`src/rtl/if_id_hazard.sv`:
```
// if_id_hazard: IF/ID register with load-use stall and branch/jump flush, updated on the falling clock edge.
// Define IF_ID_HAZARD_CNT_EN to add saturating stall/flush event counters.
module if_id_hazard #(
  parameter int CNT_W = 16
) (
  input  logic        clk_i,
  input  logic        rst_n_i,
  input  logic [31:0] instr_i,
  input  logic [31:0] pc_plus4_i,
  input  logic        branch_taken_i,
  input  logic        jump_i,
  input  logic        idex_memread_i,
  input  logic [4:0]  idex_rt_i,
  output logic [31:0] instr_o,
  output logic [31:0] pc_plus4_o,
  output logic        valid_o,
  output logic        pc_write_o,
  output logic        ctrl_zero_o
`ifdef IF_ID_HAZARD_CNT_EN
  ,
  output logic [CNT_W-1:0] stall_cnt_o,
  output logic [CNT_W-1:0] flush_cnt_o
`endif
);
  logic stall, flush;
  if (CNT_W < 1) begin : g_bad_w
    $error("CNT_W must be positive");
  end
  always_comb begin
    stall = valid_o & idex_memread_i & (idex_rt_i != 5'd0) &
            ((idex_rt_i == instr_o[25:21]) | (idex_rt_i == instr_o[20:16]));
    flush = (branch_taken_i | jump_i) & ~stall;
    pc_write_o = ~stall;
    ctrl_zero_o = stall;
  end
  always_ff @(negedge clk_i or negedge rst_n_i) begin
    if (!rst_n_i) begin
      instr_o <= '0;
      pc_plus4_o <= '0;
      valid_o <= 1'b0;
    end else if (!stall) begin
      instr_o <= flush ? '0 : instr_i;
      pc_plus4_o <= pc_plus4_i;
      valid_o <= ~flush;
    end
  end
`ifdef IF_ID_HAZARD_CNT_EN
  always_ff @(negedge clk_i or negedge rst_n_i) begin
    if (!rst_n_i) begin
      stall_cnt_o <= '0;
      flush_cnt_o <= '0;
    end else begin
      if (stall && !(&stall_cnt_o)) stall_cnt_o <= stall_cnt_o + 1'b1;
      if (flush && !(&flush_cnt_o)) flush_cnt_o <= flush_cnt_o + 1'b1;
    end
  end
`endif
endmodule

```
`config.mk`:
```
export PLATFORM = sky130hd
export DESIGN_NAME = if_id_hazard
export DESIGN_NICKNAME = d
export VERILOG_FILES = /design/src/rtl/if_id_hazard.sv
export SDC_FILE = /design/constraint.sdc
export NUM_CORES = 1
export LEC_CHECK = 0
export CORE_UTILIZATION = 43
export DETAILED_ROUTE_END_ITERATION = 16
export GPL_TIMING_DRIVEN = 0
export PLACE_DENSITY = 0.95
export RECOVER_POWER = 50
export SYNTH_ARGS = -nofsm -noshare
export SYNTH_HDL_FRONTEND = slang
export SYNTH_SLANG_ARGS = --single-unit
```
`constraint.sdc`:
```
create_clock -name clk_i -period 4.15 [get_ports clk_i]
set_input_delay 0.415 -clock clk_i [delete_from_list [all_inputs] [get_ports clk_i]]
set_output_delay 0.415 -clock clk_i [all_outputs]
set_load 0.05 [all_outputs]
```
* Word-level counts from Yosys, hierarchy flattened
Index checks and enable logic that the tools add are counted.
** Cells by class
- Equal/unequal tests :: 2
- Multiplexer cells :: 1
- Bitwise operators :: 8
- Reductions and logical operators :: 1
** Operator list (number)
- 2-to-1 mux 32 bit :: 1
- == test 5 bit :: 2
- nonzero test 5 bit :: 1
- AND 1 bit :: 4
- NOT 1 bit :: 2
- bitwise OR 1 bit :: 2
** Word-level totals
- Bits in registers :: 65
- Input bits :: 74

* Longest topological paths before layout
- Depth after elaboration :: 6
- Mapped depth :: 7
- Mapped depth without buffers :: 5

==> results.toml <==
[floorplan]
rows = 29
start_util_pct = 44.6
die_w_um = 83.1
die_area_um2 = 6910
die_height_um = 83.1
core_um2 = 6350
io_pins = 141

[placement]
post-place-ws_ns = -0.686
gp_congestion = 0.848
port_buffers = 140
post-dp-hpwl_um = 4930

[synth]
async_reset_ff_share_pct = 100
synth_area_um2 = 2830
ys.flop_type = "dfrtn_1"
yosys.cell_types.count = 17
synthCells = 223
synth_nets = 297
synth.yosys.seq_area_share_pct = 57.5
synth_edf_count = 0
synth_area_per_cell_um2 = 12.7
yosysWarningCount = 0
ys_ff_latch = 65

[sta]
setup_slack_ns = -0.164
holdWs_ns = 0.434
finClkSkew_ns = 0.00715
rsz0062_at_grt = "true"
finalSetupViolCount = 2
finalHoldViolCount = 0
final_max_slew_viol_count = 66
tightest_slew_ns = 1.60
relSlewSlack_pct = -6.93

[route]
drtPass1Iterations = 4
viasPerCell = 4.73
wl_met2_um = 3520
drt_iter0_markers = 46
wire_per_inst_um = 14.8
post-route-drc-count = 0
drt_wl_total_um = 6920
via_count = 2212
ant_nets = 0
wl_met1_um = 2860
routed.top_layer = "met4"
met3_length_um = 394

[critical_path]
worstSetupPathType = "reg -> out"
path_max_fanout = 3
crit_required_ns = 3.73
crit_arrival_ns = 3.90
end_kind = "primary output"
startpoint_type = "flop"

[clocking]
tritoncts = "yes"
clock_latency_ns = 0.32
cts-root-buf = "clkbuf_8"
cts-htree-levels = 3
clockBufferDepth = 2
cts.sinks = 65
cts_made_buffers = 9
clk_pin_slew_ns = 0.05

[grt]
grt_max_degree = 66
antenna_found_initial = 0
track_usage_pct = 21.3
grt_pass1_wl_um = 11600
first_global_vias = 2453
gr-total-overflow = 0

[pwr]
finalPower_w = 0.00153
ir_drop_uv = 201
p_leak_nw = 2.21
powerDensity_nw_per_um2 = 332

[status]
status = "finished with violations"
violations = "max-capacitance violations, max-slew violations, negative setup slack"

[run]
cap_viol_max_count = 1

[final_layout]
drive_above_1_share_pct = 17.4
areaGrowthSynthToFinish_pct = 63.1
layout_common_cells = "clkdlybuf4s50_1 (125), dfrtn_1 (65), nand2_1 (34)"
nets = 460
final_common_cell = "clkdlybuf4s50_1"
diodes = 0
fillers = 463

[hold_path]
min_path_type = "reg -> reg"
-- metrics by stage --
| stage | setup TNS (ns) | cell area, µm² | std cells | utilization [%] |
|---|---|---|---|---|
| 2_1_floorplan | -0.283 | 2840 | 223 | - |
| 3_3_place_gp | -114.49 | 4340 | 440 | 68.3 |
| 3_5_place_dp | -26.26 | 4330 | 440 | 68.3 |
| 4_1_cts | -5.78 | 4590 | 466 | 72.4 |
| 5_1_grt | -0.498 | 4610 | 468 | 72.7 |
| 6_report | -0.311 | 4610 | 468 | 72.7 |
-- repair_timing --
item / in CTS / in global routing
buffers inserted: 10 / 2
setup endpoints to repair: 61 / 64
hold buffers: 0 / 0
gates resized for setup: 19 / 9
cloned: 0 / 0
pin swaps: 3 / 3
-- cells by family after synthesis --
group           count (synthesis)  synth area share (%)
flops                          65                  57.5
simple gates                   38                  5.40
compound gates                  3                  1.33
buf+inv                        43                  8.62
xor+xnor                       10                  3.10
mux                            64                  24.1
-- cell usage after synthesis (2+ instances only) --
library cell  number  area [µm²]
buf_12             3        60.1
mux2i_1           32         320
mux2_2            29         327
xnor2_1           10        87.6
nand3_1            2        10.0
buf_6              3        33.8
dfrtn_1           65        1630
mux2_1             3        33.8
clkbuf_1           3        11.3
nand2_1           34         128
inv_1             33         124
-- cell type report --
type | instances | area (µm²) | area share [%]
Buffer | 10 | 124 | 2.68
Clock buffer | 13 | 149 | 3.23
Clock inverter | 3 | 40.0 | 0.868
Inverter | 33 | 128 | 2.77
Multi-Input combinational cell | 115 | 965 | 20.9
Sequential cell | 65 | 1630 | 35.2
Tap cell | 77 | 96.3 | 2.09
Timing Repair Buffer | 152 | 1490 | 32.2
-- where the power goes --
group | switching [W] | total [W] | internal, W
Combinational | 0.000178 | 0.000321 | 0.000143
Clock | 0.000230 | 0.000523 | 0.000293
Sequential | 0.0000175 | 0.000687 | 0.000670
Total | 0.000425 | 0.00153 | 0.00111
-- per-layer routing --
layer | vias up | track usage, %
li1 | 1036 | -
met5 | - | 0
met1 | 1074 | 25.9
met4 | 0 | 9.40
met2 | 88 | 36.1
met3 | 14 | 5.07
-- critical path: stages, from the launching register on --
cell,delay [ns]
dfrtn_1,0.44
xnor2_1,0.13
nand3_1,0.11
o22ai_2,0.20
o2111ai_4,0.16
buf_8,0.16
buf_12,0.12
clkinvlp_4,0.06
buf_8,0.13
-- state kept, by name (all words and copies together) (netlist names) --
register / cells
valid_o: 1
pc_plus4_o: 32
instr_o: 32
-- final timing paths --
| path | startpoint | to | slack (ns) | cells past startpoint |
|---|---|---|---|---|
| setup / recovery | instr_o[23] | ctrl_zero_o | -0.16 | 8 |
| setup reg to reg | instr_o[23] | pc_plus4_o[11] | 2.19 | 8 |
| min in group asynchronous | rst_n_i | pc_plus4_o[28] | 2.45 | 1 |
| hold / removal | pc_plus4_o[10] | pc_plus4_o[10] | 0.43 | 1 |
| max in group asynchronous | rst_n_i | instr_o[1] | 0.73 | 1 |
| hold reg to reg | pc_plus4_o[10] | pc_plus4_o[10] | 0.43 | 1 |
Note: power is estimated with default switching activity, not from simulation.
==> RTL edit: new RTL, same flow settings <==
Add a define of `IF_ID_HAZARD_CNT_EN`.
--- a/src/rtl/if_id_hazard.sv
+++ b/src/rtl/if_id_hazard.sv
@@ -1,5 +1,7 @@
 // if_id_hazard: IF/ID register with load-use stall and branch/jump flush, updated on the falling clock edge.
 // Define IF_ID_HAZARD_CNT_EN to add saturating stall/flush event counters.
+`define IF_ID_HAZARD_CNT_EN
+
 module if_id_hazard #(
   parameter int CNT_W = 16
 ) (
Function (old outputs only; new: flush_cnt_o and stall_cnt_o): kept (equiv_simple and equiv_induct, registers matched by name and starting in step).
==> RTL edit against the original RTL <==
The run ends with setup timing left. Setup slack worse by 0.045 ns. Sequential share of layout area up 2.5 points. Synthesized area rose by 49%. Count of clock-buffer cells in the layout shrank 4. Register-to-register slack worse by 0.36 ns. Total power up 51%. Wire length is 77% higher. Sequential cell count is 32 higher. Design area increased by 39%.
==> RTL edit: results (changes against the original RTL) <==
- Largest net degree at the start of global routing: 51 (-23%)
- Hold path depth: 2 (+1)
- Status: complete, but fails checks
- Max rail drop VDD: 0.242 mV (+21%)
- GRT Util Overall: 23.5% (+2.1 points)
- Met2 usage: 42.6% (+6.6 points)
- Met2 WL: 6280 um (+78%)
- Wire per inst: 15.5 um (+4.9%)
- Placed Instances: 750 (+70%)
- Crit-path max FO: 5 (+2)
- Rel. slew slack: 18.5% (+25 points)
- Fin nets: 730 (+59%)
- FF-to-FF End: stall_cnt_o[5]
- Final HPWL DP: 8870 um (+80%)
- Leak Pwr: 3.13 nW (+42%)
- Post_cts resized: 48 (+29)
- Post-route setup slack: -0.209 ns (-0.0448 ns)
- Met3 WL post-DR: 804 um (+100%)
- Final setup violation count: 5 (+3)
- Synth top cells by count: nand2_1, dfrtn_1, nand3_1
- Yosys cell types: 34 (+17)
- Biggest regs: instr_o (32), pc_plus4_o (32)
- Sw Pwr: 0.000829 W (+95%)
- Mux contribution to synthesized area: 1.43% (-23 points)
- Reg2reg setup slack: 1.83 ns (-0.36 ns)
- Sequential area share after synthesis: 57.6% (+0.10 points)
- Routability cong.: 0.840 (-0.91%)
- Critical R2R Launch: stall_cnt_o[0]
- Failing checks: setup timing
- Vias in the first global route: 3782 (+54%)
- Clk_skew: 0.0140 ns (+0.00688 ns)
- Iter 0 DRT Violations: 136 (+200%)
- Finished Layout Cells: 788 (+68%)
- # fillers: 801 (+73%)
- Syn avg cell area: 9.41 um^2 (-26%)
- Met1 Use GR: 28.1% (+2.2 points)
- Clk network pwr share: 25.4% (-8.7 points)
- Synthesized-area fraction occupied by adder cells: 0.594% (+0.59 points)
- Share of post-route cells with drive strength above 1: 11.2% (-6.2 points)
- First-pass GRT wire length: 18500 um (+60%)
- Metal1 wirelength: 4920 um (+72%)
- Xor and xnor fraction of the mapped netlist area: 7.27% (+4.2 points)
- Post-synth net total: 524 (+76%)
- HP Start: pc_plus4_o[25]
- Post-place setup slack: -0.640 ns (+0.0456 ns)
- Area post-placement: 6150 um^2 (+42%)
- Crit path arrival time: 3.94 ns (+0.04 ns)
- Via count of the routed design: 3895 (+76%)
- # Post-CTS Setup Buffers: 11 (+1)
- Worst hold margin: 0.410 ns (-0.0241 ns)
## RTL edit: final cells by class
type	count	area, um^2	area share (%)
Tap cell	129	161	2.51
Buffer	23	180	2.80
Multi-Input combinational cell	327	1690	26.2
Clock buffer	9	124	1.93
Timing Repair Buffer	195	1780	27.7
Clock inverter	7	61.3	0.954
Sequential cell	97	2430	37.8
Inverter	1	6.26	0.0973
## RTL edit: worst register-to-register path, cell delays in order, from the launching register on
cell	delay (ns)
dfrtn_1	0.48
ha_1	0.19
nand3_1	0.13
nor2_1	0.28
nand2_1	0.14
nor2_1	0.21
clkbuf_1	0.42
nor3_1	0.14
xor2_1	0.17
## RTL edit: how the worst max path moves through the flow
stage	start	to	slack (ns)
after floorplan	instr_o[23]	pc_write_o	-0.006
after global placement	rst_n_i	instr_o[23]	-2.71
after detailed placement	idex_rt_i[1]	pc_plus4_o[15]	-0.64
after CTS	instr_o[21]	pc_write_o	-0.25
after global routing	instr_o[21]	pc_write_o	-0.31
final	instr_o[21]	pc_write_o	-0.21
